--- src/rtl/inst_fetch.sv ---
// Instruction-fetch stage: owns the PC, issues word fetches over a req/gnt +
// rvalid handshake, buffers returned words in an in-order queue and presents
// one instruction (with its PC) per cycle to the control stage. Redirects
// from the control stage flush the queue and drop any in-flight response.
module inst_fetch #(
    parameter int          N        = 32,
    parameter logic [N-1:0] RESET_PC = 32'h0000_0000,
    parameter int          DEPTH    = 2,
    parameter logic [N-1:0] NOP      = 32'h0000_0013
) (
    input  logic         clk,
    input  logic         rst,
    input  logic         PCsel,
    input  logic [N-1:0] alu_target,
    input  logic         stall,
    output logic         imem_req,
    output logic [N-1:0] imem_addr,
    input  logic         imem_gnt,
    input  logic         imem_rvalid,
    input  logic [N-1:0] imem_rdata,
    output logic [N-1:0] inst,
    output logic [N-1:0] inst_pc,
    output logic         inst_valid
);

    localparam int PW = (DEPTH > 1) ? $clog2(DEPTH) : 1;
    localparam int CW = PW + 1;
    localparam logic [CW-1:0] DEPTH_C = CW'(DEPTH);

    typedef enum logic [1:0] {BOOT, RUN, DRAIN} state_t;

    state_t         state_reg, state_next;
    logic [N-1:0]   pc_reg, pc_next;
    logic [N-1:0]   out_addr_reg, out_addr_next;
    logic           outstanding_reg, outstanding_next;
    logic           discard_reg, discard_next;
    logic           redirect_reg, redirect_next;
    logic [PW-1:0]  wr_ptr_reg, rd_ptr_reg;
    logic [CW-1:0]  count_reg;

    // Queue storage: data word and its fetch address, no reset needed.
    logic [N-1:0]   data_mem [DEPTH];
    logic [N-1:0]   addr_mem [DEPTH];

    logic fire;
    logic resp_ok;
    logic push;
    logic pop;

    // Handshake and queue control decode.
    always_comb begin
        // A request only goes out when nothing is in flight and the response
        // is guaranteed a slot; the cycle right after a redirect stays quiet.
        imem_req   = (state_reg == RUN) && !outstanding_reg && !redirect_reg
                     && (count_reg < DEPTH_C);
        imem_addr  = {pc_reg[N-1:2], 2'b00};
        fire       = imem_req && imem_gnt;
        resp_ok    = imem_rvalid && outstanding_reg;
        push       = resp_ok && !discard_reg && !PCsel;
        inst_valid = (count_reg != '0);
        pop        = inst_valid && !stall && !PCsel;
        inst       = inst_valid ? data_mem[rd_ptr_reg] : NOP;
        inst_pc    = inst_valid ? addr_mem[rd_ptr_reg] : '0;
    end

    // Next-state logic for PC, outstanding/discard tracking and the FSM.
    always_comb begin
        state_next       = state_reg;
        pc_next          = pc_reg;
        out_addr_next    = out_addr_reg;
        outstanding_next = outstanding_reg;
        discard_next     = discard_reg;
        redirect_next    = 1'b0;

        if (fire) begin
            outstanding_next = 1'b1;
            out_addr_next    = imem_addr;
            pc_next          = pc_reg + N'(4);
        end
        if (resp_ok) begin
            outstanding_next = 1'b0;
            discard_next     = 1'b0;
        end

        case (state_reg)
            BOOT:    state_next = RUN;
            DRAIN:   if (resp_ok) state_next = RUN;
            default: state_next = state_reg;
        endcase

        // A redirect wins over everything; whatever is still in flight after
        // this edge (old or just granted) must be thrown away on return.
        if (PCsel) begin
            pc_next       = {alu_target[N-1:2], 2'b00};
            redirect_next = 1'b1;
            discard_next  = outstanding_next;
            state_next    = outstanding_next ? DRAIN : RUN;
        end
    end

    // Control state registers.
    always_ff @(posedge clk or negedge rst) begin
        if (!rst) begin
            state_reg       <= BOOT;
            pc_reg          <= RESET_PC;
            out_addr_reg    <= '0;
            outstanding_reg <= 1'b0;
            discard_reg     <= 1'b0;
            redirect_reg    <= 1'b0;
        end else begin
            state_reg       <= state_next;
            pc_reg          <= pc_next;
            out_addr_reg    <= out_addr_next;
            outstanding_reg <= outstanding_next;
            discard_reg     <= discard_next;
            redirect_reg    <= redirect_next;
        end
    end

    // Queue pointers and occupancy; a redirect empties the queue.
    always_ff @(posedge clk or negedge rst) begin
        if (!rst) begin
            wr_ptr_reg <= '0;
            rd_ptr_reg <= '0;
            count_reg  <= '0;
        end else if (PCsel) begin
            wr_ptr_reg <= '0;
            rd_ptr_reg <= '0;
            count_reg  <= '0;
        end else begin
            if (push) wr_ptr_reg <= wr_ptr_reg + PW'(1);
            if (pop)  rd_ptr_reg <= rd_ptr_reg + PW'(1);
            case ({push, pop})
                2'b10:   count_reg <= count_reg + CW'(1);
                2'b01:   count_reg <= count_reg - CW'(1);
                default: count_reg <= count_reg;
            endcase
        end
    end

    // Queue entry write: returned word together with the address it came from.
    always_ff @(posedge clk) begin
        if (push) begin
            data_mem[wr_ptr_reg] <= imem_rdata;
            addr_mem[wr_ptr_reg] <= out_addr_reg;
        end
    end

endmodule

--- config.mk ---
export PLATFORM = sky130hd
export DESIGN_NAME = inst_fetch
export DESIGN_NICKNAME = d
export VERILOG_FILES = /design/src/rtl/inst_fetch.sv
export SDC_FILE = /design/constraint.sdc
export NUM_CORES = 1
export LEC_CHECK = 0
export CAP_MARGIN = 15
export CORE_MARGIN = 10
export CORE_UTILIZATION = 53
export CTS_BUF_LIST = sky130_fd_sc_hd__clkbuf_8
export DETAILED_ROUTE_END_ITERATION = 12
export MAX_ROUTING_LAYER = met4
export PLACE_DENSITY_LB_ADDON = 0.08
export SYNTH_ARGS = -nofsm -noshare
export SYNTH_HDL_FRONTEND = slang
export SYNTH_SLANG_ARGS = --single-unit
--- constraint.sdc ---
create_clock -name clk -period 6.4 [get_ports clk]
set_input_delay 1.28 -clock clk [delete_from_list [all_inputs] [get_ports clk]]
set_output_delay 1.28 -clock clk [all_outputs]
set_load 0.005 [all_outputs]
## After elaboration in Yosys (flattened, before gate mapping)

Memories as Yosys holds them, arrays and structs flattened.
Index checks and enable logic that the tools add are counted.

| word-level totals | value |
|---|---|
| register bits | 71 |
| RAM bits | 124 |
| input bits | 70 |
| output and inout bits | 98 |
| memories kept | 2 |

Memories:

| memory | words | bits a word | rd ports | clocked after memory_dff | wr ports | RTL line | RTL |
|---|---|---|---|---|---|---|---|
| data_mem | 2 | 32 | 1 | 0 | 1 | 42 | `logic [N-1:0] data_mem [DEPTH];` |
| addr_mem | 2 | 30 | 1 | 0 | 1 | 43 | `logic [N-1:0] addr_mem [DEPTH];` |

| cells by class | value |
|---|---|
| add/sub/neg operators | 5 |
| magnitude comparators | 1 |
| equal/unequal tests | 5 |
| multiplexer cells | 21 |
| reductions and logical operators | 23 |

Operators with widths:

| cell | number |
|---|---|
| $mux 32 | 4 |
| $add 32x3->32 const B | 1 |
| $mux 1 | 11 |
| $reduce_bool 2->1 | 5 |
| $logic_and 1x1->1 | 9 |
| $mux 2 | 4 |
| $pmux 2 s2 | 2 |
| $reduce_bool 3->1 | 2 |
| $logic_not 1->1 | 5 |
| $eq 2x1->1 const B | 2 |
| $eq 2x2->1 const B | 2 |
| $ne 3x3->1 const B | 1 |
| $add 1x1->1 const B | 2 |
| $add 2x1->2 const B | 1 |
| $logic_not 2->1 | 1 |
| $lt 2x2->1 const B | 1 |
| $reduce_and 2->1 | 1 |
| $sub 2x1->2 const B | 1 |

## Longest topological paths before layout

| depth | value |
|---|---|
| word-level depth | 9 |
| mapped depth | 7 |
| mapped depth without buffers | 5 |

## Worst setup path after synthesis

OpenSTA, ideal clock, no wires.

| path | value |
|---|---|
| path type | input -> register |
| from | in PCsel |
| to | mem addr_mem[1][0] (netlist bit), enable pin |
| setup time | 571 ps |
| data arrival time | 6243 ps |
| data required time | 5829 ps |
| path slack | -414 ps |
| stages | 3 |
| buffers on the path | 2 |
| path through | clkbuf_1 -> buf_1 -> nor3b_1 |

| on the way | value |
|---|---|
| word-level cells in the longest chain between the ends | 4 |

Ends and longest elaborated chain:

| what | RTL line | RTL |
|---|---|---|
| from (decl) | 13 | `input logic PCsel,` |
| $logic_not 1->1 | 59 | `push = resp_ok && !discard_reg && !PCsel;` |
| $logic_and 1x1->1 | 59 |  |
| $mux 1 | 143 | `if (push) begin` |
| $mux 1 (not written as such) | 145 | `addr_mem[wr_ptr_reg] <= out_addr_reg;` |
| to (decl) | 43 |  |

No other way between the ends.

## Final worst setup path

| path | value |
|---|---|
| from | reg rd_ptr_reg |
| to | out inst_pc[28] |

| on the way | value |
|---|---|
| word-level cells in the longest chain between the ends | 2 |

Ends and longest elaborated chain:

| what | RTL line | RTL |
|---|---|---|
| from (decl) | 38 | `logic [PW-1:0] wr_ptr_reg, rd_ptr_reg;` |
| from (signal assigned) | 132 | `if (pop) rd_ptr_reg <= rd_ptr_reg + PW'(1);` |
| $mem_v2 2x30 | n/a |  |
| $mux 32 | 63 | `inst_pc = inst_valid ? addr_mem[rd_ptr_reg] : '0;` |
| to (decl) | 22 | `output logic [N-1:0] inst_pc,` |

No other way between the ends.

==> summary.md <==
| Metric | Value |
|---|---|
| Measured slew at the worst slew-check pin | `1110 ps` |
| Area growth syn-to-layout | `29.1%` |
| Syn Area/Cell | `13.5 µm²` |
| CTS max path bufs | `2` |
| Cts hold-fix bufs | `0` |
| Final hold vios | `0` |
| ANT cells | `0` |
| Status | `finished clean` |
| P_leak | `3.50 nW` |
| RSZ-0062 raised after global routing | `false` |
| Sequential fraction of the synthesis area | `0.687` |
| Ports | `168` |
| Routed WL | `18.0 mm` |
| Die ar. | `0.0203 mm²` |
| Cells along the critical path | `mux2i_1, nor2_1, clkdlybuf4s50_1` |
| Fin worst setup slack | `2510 ps` |
| Post-DP HPWL | `12.2 mm` |
| Post-synth EDFFs | `124` |
| Critical path's top delay family | `flip-flops` |
| Hold Worst Slack | `472 ps` |
| Fmax achieved | `0.257 GHz` |
| Slew Viols, Final | `0` |
| Number of synthesized register bits | `193` |
| Largest regs | `data_mem: 64 flops, addr_mem: 60 flops` |
| WL/cell | `19.2 µm` |
| DRC violations left | `0` |
| Yosys cell types | `41` |
| Resized Gates After CTS | `0` |
| Clk_lat worst skew | `450 ps` |
| Max-cap violations | `0` |
| Predominant post-synthesis flop cell | `edfxtp_1` |
| WS Path Type | `reg2out` |
| Placement Setup Slack | `2490 ps` |
| Antenna Nets Post-Route | `0` |
| Core box area | `0.0146 mm²` |
| Pin count of the biggest net entering global routing | `70` |
| WP data required | `5120 ps` |
| Crit start category | `flip-flop` |
| # nets final | `812` |
| Slew headroom | `0.257` |
| Total track usage | `0.181` |
| Number of global-route vias before repair | `5,390` |
| Crit Path Max Fanout | `64` |
| Final setup TNS | `0 ps` |
| CTS tree | `built` |
| Share of layout cells above drive strength 1 | `0.0915` |
| Initial antenna violation count | `0` |
| Die Span X | `142 µm` |
| Layout Skew | `10.2 ps` |
| Max FFs per register | `64` |
| Final period utilization | `0.607` |
| Layout Cell Area excl Fill | `0.0102 mm²` |
| CTS clk-pin slew, worst paths | `90 ps` |
| First-pass GRT wire length | `28.1 mm` |
| Gp weighted congestion | `0.877` |
| Post-synthesis async set-or-reset flop share | `0.358` |
| Bufs and invs on worst path | `1` |
| Post-route minimum period | `3890 ps` |
| Final setup violation count | `0` |
| Tightest Hold Check Type | `reg2reg` |
| Iter 0 DRT Violations | `281` |
| Initial core utilization | `0.544` |
| Post-Synthesis Cell Area | `0.00794 mm²` |
| Post-CTS setup buffer count | `0` |
| Synth warn | `0` |
| Die Y | `142 µm` |
| Final global-route overflow total | `0` |
| Clock root buffer | `clkbuf_8` |
| CTS H-tree depth | `4` |
| Cell Pwr Density | `283 mW/mm²` |
| Area after DPL | `0.00974 mm²` |
| Top reg by flops | `data_mem` |
| # clock sinks | `193` |
| Vias | `5,214` |
| Row count | `44` |
| PortBufs | `161` |
| Worst EP arrival | `2610 ps` |
| Slowest CP cell | `dfrtp_4` |
| Max incr delay on CP | `1150 ps` |
| Router iterations before antenna repair | `5` |
| VDD IR max | `0.000159 V` |
| DR vias/cell | `5.56` |
| CP endpoint kind | `output pin` |
| Synthesized instance count | `587` |
| CTS buffer count | `17` |
## cells by family (layout without fill, tap and decap cells)
group | Yosys count | count (layout) | synth area share
and+or+nand+nor | 185 | 185 | 0.112
muxes | 89 | 89 | 0.116
other | 1 | 4 | 0.000472
buffers and inverters | 41 | 205 | 0.0224
xor gates and xnor gates | 9 | 9 | 0.00993
adders and majority gates | 1 | 1 | 0.00158
AOI/OAI and AO/OA | 68 | 68 | 0.0506
DFF | 193 | 193 | 0.687
## final timing paths
kind	from	to	slack, ps	cells after the start
setup / recovery	rd_ptr_reg	inst_pc[28]	2510	3
hold / removal	out_addr_reg[14]	addr_mem[1][12]	470	0
setup reg to reg	outstanding_reg	pc_reg[22]	3680	4
hold reg to reg	out_addr_reg[14]	addr_mem[1][12]	470	0
max in group asynchronous	rst	rd_ptr_reg	4770	1
min in group asynchronous	rst	out_addr_reg[25]	930	1
## synth_stat cells (6+ instances only)
cell | number | share of area
o21ai_0 | 29 | 0.018
dfrtp_1 | 69 | 0.22
mux2i_1 | 63 | 0.079
nor2_1 | 87 | 0.041
or3_1 | 12 | 0.0095
o31ai_1 | 10 | 0.0095
or4_1 | 13 | 0.012
nand3_1 | 11 | 0.0069
a31oi_1 | 21 | 0.017
edfxtp_1 | 124 | 0.47
nand2_1 | 26 | 0.012
nand4_1 | 11 | 0.0087
and3_1 | 6 | 0.0047
mux2_2 | 26 | 0.037
clkbuf_1 | 27 | 0.013
## routing by layer
layer	global-route usage	vias to the layer above	wire length [µm]
li1	-	2476	-
met1	0.221	2552	7870
met2	0.291	173	8900
met3	0.0411	13	1080
met4	0.0634	0	146
met5	-	-	0
## metrics by stage
stage,utilization,power [mW],std cells
3_3_place_gp,0.667,1.95,905
3_5_place_dp,0.667,1.98,905
2_1_floorplan,-,1.79,590
4_1_cts,0.701,2.92,937
6_report,0.702,2.90,938
5_1_grt,0.702,3.02,938
## placed cells by master (no fill, tap or decap), types with 2 or more instances in the layout
cell	instances
xnor2_1	5
dfrtp_1	68
nand2_1	26
or3_1	12
bufinv_16	7
buf_12	2
a21oi_1	4
clkbuf_8	17
xor2_1	4
or4_1	13
o21ai_0	29
nand3_1	10
edfxtp_1	124
buf_4	4
nor2b_1	3
mux2_2	26
nand4_1	11
inv_4	3
a31oi_1	21
o31ai_1	10
inv_1	7
nor2_1	86
nand4b_1	2
clkdlybuf4s50_1	160
conb_1	4
nor3_1	4
mux2i_1	63
and3_1	6
## layout make-up
cell class	instances	area [µm²]
sequential	193	5450
fill	1046	4340
multi-input combinational	356	2360
timing repair buffer	167	1690
clock inverter	15	262
clock buffer	17	234
tap	184	230
inverter	6	22.5
## power breakdown
part           switching (mW)  total [mW]  internal [mW]
sequential              0.115        1.63           1.51
clock                   0.409       0.952          0.543
combinational           0.129       0.320          0.191
total                   0.653        2.90           2.25
(Power assumes the default switching activity.)
